--- config.mk ---
export PLATFORM = sky130hd
export DESIGN_NAME = dbg_halt_ctrl
export DESIGN_NICKNAME = d
export VERILOG_FILES = /design/src/rtl/dbg_halt_ctrl_pkg.sv /design/src/rtl/dbg_hart_fsm.sv /design/src/rtl/dbg_halt_ctrl.sv
export SDC_FILE = /design/constraint.sdc
export NUM_CORES = 1
export LEC_CHECK = 0
export ABC_AREA = 1
export BUFFER_PORTS_ARGS = -buffer_cell sky130_fd_sc_hd__buf_2
export CAP_MARGIN = 20
export CORE_MARGIN = 2
export CORE_UTILIZATION = 55
export CTS_CLUSTER_SIZE = 25
export DETAILED_ROUTE_END_ITERATION = 7
export GPL_TIMING_DRIVEN = 1
export HOLD_SLACK_MARGIN = 0.05
export PLACE_DENSITY = 0.91
export SLEW_MARGIN = 20
export SYNTH_ARGS = -nofsm -noshare
export SYNTH_HDL_FRONTEND = slang
export SYNTH_SLANG_ARGS = --single-unit
--- constraint.sdc ---
create_clock -name clk_i -period 3.5 [get_ports clk_i]
set_input_delay 0.525 -clock clk_i [delete_from_list [all_inputs] [get_ports clk_i]]
set_output_delay 0.525 -clock clk_i [all_outputs]
set_load 0.05 [all_outputs]
--- src/rtl/dbg_halt_ctrl_pkg.sv ---
// Shared types and default constants for the multi-hart debug halt/resume controller.
package dbg_halt_ctrl_pkg;

    typedef enum logic [1:0] {
        RUNNING     = 2'd0,
        HALT_PEND   = 2'd1,
        HALTED      = 2'd2,
        RESUME_PEND = 2'd3
    } dbg_hart_state_e;

    localparam logic [31:0] DEF_HALT_ADDR      = 32'h1A11_0800;
    localparam logic [31:0] DEF_EXC_ADDR       = 32'h1A11_0808;
    localparam int unsigned DEF_TIMEOUT_CYCLES = 255;

endpackage

--- src/rtl/dbg_hart_fsm.sv ---
// One hart's halt/resume handshake FSM with request timeout and sticky status flags.
module dbg_hart_fsm
    import dbg_halt_ctrl_pkg::*;
#(
    parameter int unsigned TIMEOUT_CYCLES = DEF_TIMEOUT_CYCLES
) (
    input  logic clk_i,
    input  logic rst_ni,
    input  logic haltreq_i,
    input  logic resumereq_i,
    input  logic ackhavereset_i,
    input  logic debug_havereset_i,
    input  logic debug_running_i,
    input  logic debug_halted_i,
    output logic debug_req_o,
    output logic resume_req_o,
    output logic halted_o,
    output logic running_o,
    output logic havereset_o,
    output logic timeout_o
);

    localparam int unsigned      CNT_W    = $clog2(TIMEOUT_CYCLES + 1);
    localparam logic [CNT_W-1:0] CNT_LAST = CNT_W'(TIMEOUT_CYCLES - 1);

    dbg_hart_state_e  state_q, state_d;
    logic [CNT_W-1:0] cnt_q, cnt_d;
    logic             timeout_q, timeout_d;
    logic             havereset_q, havereset_d;
    logic             expired;

    always_ff @(posedge clk_i or negedge rst_ni) begin
        if (!rst_ni) begin
            state_q     <= RUNNING;
            cnt_q       <= '0;
            timeout_q   <= 1'b0;
            havereset_q <= 1'b0;
        end else begin
            state_q     <= state_d;
            cnt_q       <= cnt_d;
            timeout_q   <= timeout_d;
            havereset_q <= havereset_d;
        end
    end

    always_comb begin
        state_d   = state_q;
        timeout_d = timeout_q;
        expired   = (cnt_q == CNT_LAST);
        // A core reset overrides any handshake in flight; the timeout flag is left alone.
        if (debug_havereset_i) begin
            state_d = RUNNING;
        end else begin
            case (state_q)
                RUNNING: begin
                    if (debug_halted_i) begin
                        state_d = HALTED;
                    end else if (haltreq_i) begin
                        state_d   = HALT_PEND;
                        timeout_d = 1'b0;
                    end
                end
                HALT_PEND: begin
                    if (debug_halted_i) begin
                        state_d = HALTED;
                    end else if (expired) begin
                        state_d   = RUNNING;
                        timeout_d = 1'b1;
                    end
                end
                HALTED: begin
                    if (resumereq_i) begin
                        state_d   = RESUME_PEND;
                        timeout_d = 1'b0;
                    end
                end
                RESUME_PEND: begin
                    if (debug_running_i && !debug_halted_i) begin
                        state_d = RUNNING;
                    end else if (expired) begin
                        state_d   = HALTED;
                        timeout_d = 1'b1;
                    end
                end
                default: state_d = RUNNING;
            endcase
        end

        if (state_d != state_q) begin
            cnt_d = '0;
        end else if ((state_q == HALT_PEND || state_q == RESUME_PEND) && !expired) begin
            cnt_d = cnt_q + CNT_W'(1);
        end else begin
            cnt_d = cnt_q;
        end

        // Set wins over a simultaneous acknowledge.
        havereset_d = debug_havereset_i | (havereset_q & ~ackhavereset_i);
    end

    always_comb begin
        debug_req_o  = (state_q == HALT_PEND);
        resume_req_o = (state_q == RESUME_PEND);
        halted_o     = (state_q == HALTED);
        running_o    = (state_q == RUNNING);
        timeout_o    = timeout_q;
        havereset_o  = havereset_q;
    end

endmodule

--- src/rtl/dbg_halt_ctrl.sv ---
// Debug halt/resume controller: one FSM per hart plus shared entry addresses and summary flags.
module dbg_halt_ctrl
    import dbg_halt_ctrl_pkg::*;
#(
    parameter int unsigned        NUM_HARTS      = 4,
    parameter int unsigned        ADDR_W         = 32,
    parameter logic [ADDR_W-1:0]  HALT_ADDR      = ADDR_W'(DEF_HALT_ADDR),
    parameter logic [ADDR_W-1:0]  EXC_ADDR       = ADDR_W'(DEF_EXC_ADDR),
    parameter int unsigned        TIMEOUT_CYCLES = DEF_TIMEOUT_CYCLES
) (
    input  logic                 clk_i,
    input  logic                 rst_ni,
    input  logic [NUM_HARTS-1:0] haltreq_i,
    input  logic [NUM_HARTS-1:0] resumereq_i,
    input  logic [NUM_HARTS-1:0] ackhavereset_i,
    input  logic [NUM_HARTS-1:0] debug_havereset_i,
    input  logic [NUM_HARTS-1:0] debug_running_i,
    input  logic [NUM_HARTS-1:0] debug_halted_i,
    output logic [NUM_HARTS-1:0] debug_req_o,
    output logic [NUM_HARTS-1:0] resume_req_o,
    output logic [ADDR_W-1:0]    dm_halt_addr_o,
    output logic [ADDR_W-1:0]    dm_exception_addr_o,
    output logic [NUM_HARTS-1:0] halted_o,
    output logic [NUM_HARTS-1:0] running_o,
    output logic [NUM_HARTS-1:0] havereset_o,
    output logic [NUM_HARTS-1:0] timeout_o,
    output logic                 anyhalted_o,
    output logic                 allhalted_o,
    output logic                 anyrunning_o,
    output logic                 allrunning_o
);

    for (genvar h = 0; h < NUM_HARTS; h++) begin : g_hart
        dbg_hart_fsm #(
            .TIMEOUT_CYCLES(TIMEOUT_CYCLES)
        ) u_fsm (
            .clk_i            (clk_i),
            .rst_ni           (rst_ni),
            .haltreq_i        (haltreq_i[h]),
            .resumereq_i      (resumereq_i[h]),
            .ackhavereset_i   (ackhavereset_i[h]),
            .debug_havereset_i(debug_havereset_i[h]),
            .debug_running_i  (debug_running_i[h]),
            .debug_halted_i   (debug_halted_i[h]),
            .debug_req_o      (debug_req_o[h]),
            .resume_req_o     (resume_req_o[h]),
            .halted_o         (halted_o[h]),
            .running_o        (running_o[h]),
            .havereset_o      (havereset_o[h]),
            .timeout_o        (timeout_o[h])
        );
    end

    assign dm_halt_addr_o      = HALT_ADDR;
    assign dm_exception_addr_o = EXC_ADDR;

    // Summaries come straight off the registered per-hart status, no added latency.
    assign anyhalted_o  = |halted_o;
    assign allhalted_o  = &halted_o;
    assign anyrunning_o = |running_o;
    assign allrunning_o = &running_o;

endmodule

==> results of run 1 <==
-- cells by family after synthesis --
| group | count (synthesis) | synth area share, % |
|---|---|---|
| flops | 48 | 34.53 |
| compound gates | 41 | 7.410 |
| other cells | 2 | 0.2159 |
| buf+inv | 147 | 25.79 |
| fa+ha+maj | 8 | 2.878 |
| xor+xnor | 21 | 5.288 |
| simple gates | 195 | 23.88 |
-- cell usage in the layout (no fill, tap or decap), types with 2 or more instances in the layout --
cell / instances
a21oi_1: 6
a31o_2: 2
buf_2: 52
clkbuf_8: 6
conb_1: 64
dfrtp_1: 48
ha_1: 8
inv_1: 57
nand2_1: 82
nand2_2: 2
nand3_1: 19
nand3_2: 4
nand4_1: 10
nor2_1: 68
nor2_2: 2
nor3_1: 5
nor4_1: 2
o211ai_1: 2
o21a_1: 7
o21ai_0: 17
o21bai_1: 2
o22ai_1: 2
o22ai_2: 2
xnor2_1: 5
xor2_1: 16
-- worst max-delay path by stage --
stage / to / cells past startpoint
2_1_floorplan: allrunning_o / 4
3_3_place_gp: allrunning_o / 4
3_5_place_dp: allrunning_o / 4
4_1_cts: allrunning_o / 4
5_1_grt: allrunning_o / 4
6_report: allrunning_o / 4
-- where the power goes --
group	internal [mW]	switching, mW
clock network	0.234	0.184
registers	0.573	0.0257
logic	0.0701	0.355
total	0.876	0.565
-- flip-flops by register name, summed over array words and instances, names as in the netlist --
signal / flops
g_hart.u_fsm.timeout_o: 4
g_hart.u_fsm.havereset_o: 4
g_hart.u_fsm.state_q: 8
g_hart.u_fsm.cnt_q: 32
-- worst max-delay path: stages (launching register included) --
cell and delay (ps):
dfrtp_1 460, inv_1 170, nand2_1 170, nor4_1 320
buf_2 310
-- per-layer routing --
layer / share of wire (%) / track usage (%)
met1: 41 / 21.05
met2: 52 / 30.65
met3: 5.8 / 3.363
met4: 1.2 / 5.865
met5: 0 / 0
-- layout make-up --
type	instances	area share, %
Multi-Input combinational cell	329	45.94
Sequential cell	48	34.21
Timing Repair Buffer	53	7.627
Inverter	57	6.094
Tap cell	75	2.673
Clock buffer	6	2.352
Clock inverter	2	1.105
==> reports/qor.csv, run 1 <==
stage,metric,value,unit
power,maximum VDD drop,0.2834,mV
routing,1st-pass router iterations,4,
setup_path,Worst Setup Start Kind,flip-flop,
synth,Async SR Flop Fraction,100.0,%
global_route,first-pass GRT wire length,10.10,mm
global_route,All-Layer GR Usage,17.29,%
setup_path,CP Max Fanout,9,
power,pwr dens,410.6,mW/mm^2
sta,"Slew Viols, Final",0,
hold_path,class of the worst hold path,input port to async pin,
clock_network,Skew-Pair Late Insertion Delay,300,ps
synth,Yosys warning count,0,
setup_path,"Data arrival, critical path",1730,ps
sta,Setup-failing EPs final,0,
clock_network,Clock Sinks,48,
sta,final worst-path setup slack,1245,ps
clock_network,CTS Hold Bufs,0,
placed_design,Place WS,1599,ps
final_layout,fin cells,570,
final_layout,design area,0.003511,mm^2
synth,Synth Instances,462,
routing,post-route ant nets,0,
die,Die Area,0.006976,mm^2
setup_path,reg2reg start,g_hart[1].u_fsm.cnt_q[0],
placed_design,port bufs,53,
sta,fmax,0.4434,GHz
placed_design,Post-DP Area,0.003387,mm^2
setup_path,Critical Path Source,g_hart[3].u_fsm.state_q[0],
clock_network,total CTS buffers,5,
synth,most used flip-flop cell after synthesis,dfrtp_1,
final_layout,Ant. Diodes,0,
outcome,status,"complete, no violations",
die,Starting Density,57.72,%
clock_network,clk slew on worst S/H paths,90,ps
clock_network,CTS root buffer,clkbuf_8,
clock_network,post-cts sizing count,0,
sta,relative slew slack,60.64,%
routing,total vias in the final route,2709,
global_route,vias in the first global route,2380,
power,Pwr Total,1.441,mW
sta,setup TNS,0,ps
global_route,grt total ovfl,0,
routing,initial drt markers,137,
sta,period utilization,64.43,%
setup_path,Crit. End Element,output port,
sta,RSZ-0062 raised after global routing,no,
placed_design,hpwl dp,4.804,mm
setup_path,Worst Setup Path Type,flip-flop to output port,
synth,commonest cells in the netlist,"buf_4, nand2_1, nor2_1, inv_1, dfrtp_1",
final_layout,share of cells above drive strength 1,14.75,%
routing,Residual DRC,0,
sta,worst hold slack,216.3,ps
setup_path,Reg2Reg Depth,10,
global_route,pin count of the biggest net entering global routing,49,
synth,sequential element share of the synthesized area,34.53,%
synth,top-count cell post-synth,buf_4,
run,# Max-Cap Violations,0,
synth,top cell type by total area after synthesis,dfrtp_1,
synth,syn_area_per_cell,7.529,um^2
die,IO Pins,118,
final_layout,Util after Layout,58.26,%
clock_network,CTS tree,built,
sta,Layout Skew,8.263,ps
synth,Yosys cell types,27,
routing,vias per cell,4.753,
synth,Synth Cell Area,0.003478,mm^2
global_route,initial antenna violation count,0,
final_layout,register area,0.001201,mm^2
placed_design,GPL Wtd Cong,0.9298,
power,P_leak,1.847,nW
routing,wire length per cell,10.72,um
sta,worst slew pin tran,590.4,ps
clock_network,maximum clock path buffer count,2,
sta,clock period minus worst slack,2255,ps
routing,final WL,6.109,mm
setup_path,FF-to-FF End,g_hart[1].u_fsm.cnt_q[4],
clock_network,H-Tree Depth,2,
setup_path,Worst EP required,2970,ps
synth,number of flops mapped to enable cells by yosys,0,
die,Die Wd,83.53,um
synth,Synth top area share,34.53,%
setup_path,Worst R2R Setup Slack,1780,ps
synth,Synth area leaders,"dfrtp_1, buf_4, nand2_1",
synth,Synth Register Bits,48,
final_layout,nets@finish,528,
placed_design,Cells after DPL,562,
sta,final hold vios,0,
final_layout,Multi-input gate area,0.001613,mm^2
clock_network,postcts setup bufs,0,
final_layout,P&R area growth vs syn,0.9353,%
die,Die H,83.53,um
die,row count,28,
die,core footprint,0.006026,mm^2
final_layout,Fill cells,524,
Note: power is estimated with default switching activity, not from simulation.
==> run 2: changes to the inputs <==
--- a/config.mk
+++ b/config.mk
@@ -9,12 +9,12 @@
 export BUFFER_PORTS_ARGS = -buffer_cell sky130_fd_sc_hd__buf_2
 export CAP_MARGIN = 20
 export CORE_MARGIN = 2
-export CORE_UTILIZATION = 55
+export CORE_UTILIZATION = 51
 export CTS_CLUSTER_SIZE = 25
 export DETAILED_ROUTE_END_ITERATION = 7
 export GPL_TIMING_DRIVEN = 1
 export HOLD_SLACK_MARGIN = 0.05
-export PLACE_DENSITY = 0.91
+export PLACE_DENSITY = 0.86
 export SLEW_MARGIN = 20
 export SYNTH_ARGS = -nofsm -noshare
 export SYNTH_HDL_FRONTEND = slang
==> constraint.sdc (replaced) <==
create_clock -name clk_i -period 2.2 [get_ports clk_i]
set_input_delay 0.33 -clock clk_i [delete_from_list [all_inputs] [get_ports clk_i]]
set_output_delay 0.33 -clock clk_i [all_outputs]
set_load 0.05 [all_outputs]
==> run 2 against run 1 <==
Cell count increased by 1.1%. Die area increased by 7.5%. Cell area is 0.14% lower. Wire length up 3.5%. Worst hold slack lost 99 ps. Critical path depth stayed put. Combinational power rose by 62%. Global-route usage is 0.82 points lower. Largest cell class unchanged.
==> reports/qor.csv, run 2 (synthesized netlist as in run 1, its figures left out) <==
stage,metric,value,unit,change
outcome,status,"complete, no violations",,unchanged
final_layout,largest registers,"g_hart.u_fsm.cnt_q: 32 flops, g_hart.u_fsm.state_q: 8 flops",,unchanged
clock_network,maximum clock path buffer count,2,,unchanged
clock_network,CTS root buffer,clkbuf_8,,unchanged
setup_path,Crit. End Element,output port,,unchanged
routing,initial drt markers,145,,was 137
power,combinational share of power,31.5,%,was 29.5%
setup_path,Worst path top cell family by delay,buffers and inverters,,was simple AND/OR/NAND/NOR gates
global_route,All-Layer GR Usage,16.47,%,was 17.29%
sta,worst slew pin tran,601.7,ps,was 590.4 ps
global_route,pin count of the biggest net entering global routing,49,,unchanged
routing,vias per cell,4.767,,was 4.753
sta,Setup-failing EPs final,0,,unchanged
power,pwr dens,623.0,mW/mm^2,was 410.6 mW/mm^2
setup_path,Buf/Inv on CP,2,,unchanged
final_layout,max reg flops,32,,unchanged
clock_network,CTS tree,built,,unchanged
routing,post-route ant nets,0,,unchanged
setup_path,Worst Setup Path Type,flip-flop to output port,,unchanged
global_route,vias in the first global route,2429,,was 2380
final_layout,Top reg by flops,g_hart.u_fsm.cnt_q,,unchanged
global_route,first-pass GRT wire length,10.05,mm,was 10.10 mm
routing,final WL,6.325,mm,was 6.109 mm
die,Die Wd,86.59,um,was 83.53 um
clock_network,total CTS buffers,5,,unchanged
sta,final hold vios,0,,unchanged
power,P_leak,1.841,nW,was 1.847 nW
final_layout,fin cells,576,,was 570
placed_design,Place WS,459.9,ps,was 1599 ps
die,Die Area,0.007497,mm^2,was 0.006976 mm^2
setup_path,reg2reg start,g_hart[1].u_fsm.cnt_q[0],,unchanged
final_layout,share of cells above drive strength 1,15.32,%,was 14.75%
die,IO Pins,118,,unchanged
setup_path,Worst Setup Start Kind,flip-flop,,unchanged
routing,Residual DRC,0,,unchanged
setup_path,FF-to-FF End,g_hart[1].u_fsm.cnt_q[4],,unchanged
power,Seq pwr share,43.6,%,was 41.5%
die,Starting Density,52.06,%,was 57.72%
power,cell internal pwr,1.276,mW,was 876.5 uW
routing,total vias in the final route,2746,,was 2709
power,Pwr Total,2.184,mW,was 1.441 mW
placed_design,Post-DP Area,0.003413,mm^2,was 0.003387 mm^2
sta,relative slew slack,59.89,%,was 60.64%
power,Sw Share,41.58,%,was 39.20%
setup_path,Worst EP required,1870,ps,was 2970 ps
sta,final worst-path setup slack,97.83,ps,was 1245 ps
sta,RSZ-0062 raised after global routing,no,,unchanged
clock_network,Skew-Pair Late Insertion Delay,300,ps,about the same
final_layout,most frequent cells in the layout,"nand2_1, nor2_1, conb_1, inv_1, buf_2",,unchanged
final_layout,Util after Layout,52.47,%,was 58.26%
die,core footprint,0.006681,mm^2,was 0.006026 mm^2
sta,"Slew Viols, Final",0,,unchanged
global_route,initial antenna violation count,0,,unchanged
die,row count,30,,was 28
setup_path,Worst R2R Setup Slack,460,ps,was 1780 ps
sta,setup TNS,0,ps,unchanged
hold_path,class of the worst hold path,input port to async pin,,unchanged
final_layout,nets@finish,529,,was 528
final_layout,Ant. Diodes,0,,unchanged
setup_path,largest stage delay on the critical path,480,ps,was 460 ps
placed_design,Cells after DPL,568,,was 562
clock_network,post-cts sizing count,0,,unchanged
placed_design,hpwl dp,4.967,mm,was 4.804 mm
setup_path,Reg2Reg Depth,10,,unchanged
final_layout,P&R area growth vs syn,0.7913,%,was 0.9353%
final_layout,"commonest non-fill, non-tap cell in the layout",nand2_1,,unchanged
setup_path,CP Cell Sequence,inv_1 -> nand2_1 -> nor4_2 -> buf_2,,was inv_1 -> nand2_1 -> nor4_1 -> buf_2
power,maximum VDD drop,0.2836,mV,was 0.2834 mV
sta,fmax,0.4757,GHz,
power,clock power share,24.8,%,was 29.0%
sta,Layout Skew,5.293,ps,was 8.263 ps
die,Die H,86.59,um,was 83.53 um
setup_path,"Data arrival, critical path",1770,ps,was 1730 ps
clock_network,clk slew on worst S/H paths,90,ps,about the same
clock_network,CTS Hold Bufs,0,,unchanged
routing,1st-pass router iterations,4,,unchanged
sta,period utilization,95.55,%,
clock_network,postcts setup bufs,0,,unchanged
clock_network,H-Tree Depth,2,,unchanged
power,P_sw,908.1,uW,was 565.0 uW
global_route,grt total ovfl,0,,unchanged
final_layout,design area,0.003506,mm^2,was 0.003511 mm^2
clock_network,Clock Sinks,48,,unchanged
run,# Max-Cap Violations,0,,unchanged
setup_path,Critical-path top delay cell,dfrtp_1,,unchanged
routing,wire length per cell,10.98,um,was 10.72 um
setup_path,CP Max Fanout,9,,unchanged
placed_design,GPL Wtd Cong,0.9090,,was 0.9298
sta,worst hold slack,117.5,ps,was 216.3 ps
sta,clock period minus worst slack,2102,ps,
placed_design,port bufs,53,,unchanged
run 2: area by class of cell:
class / count / area (um^2)
fillers: 637 / 3176
multi-input cells: 329 / 1625
flip-flops and latches: 48 / 1201
repair buffers: 54 / 272.8
inverters: 57 / 214.0
well taps: 80 / 100.1
clock buffers: 6 / 82.58
clock inverters: 2 / 10.01
run 2: routing by layer:
layer,wire length (um),global-route usage (%),part of all wire [%]
met2,3068,28.95,49
met5,0,0,0
met3,382,3.143,6.0
met1,2776,20.37,44
met4,97,5.256,1.5
run 2: power by group through the flow:
stage                     logic, mW  clock network [mW]  registers, mW
after global routing          0.737               0.592          0.959
after global placement        0.673                   0          0.966
after floorplan               0.701                   0          0.956
final                         0.688               0.543          0.953
after CTS                     0.688               0.556          0.952
after detailed placement      0.686                   0          0.970
run 2: worst max path at each step:
stage                                     from            to  cells past startpoint
CTS                 g_hart[3].u_fsm.state_q[0]   allhalted_o                      4
finish              g_hart[3].u_fsm.state_q[0]   allhalted_o                      4
global route        g_hart[3].u_fsm.state_q[0]  allrunning_o                      4
floorplan           g_hart[3].u_fsm.state_q[0]  allrunning_o                      4
global placement    g_hart[3].u_fsm.state_q[0]  allrunning_o                      4
detailed placement  g_hart[3].u_fsm.state_q[0]   allhalted_o                      4
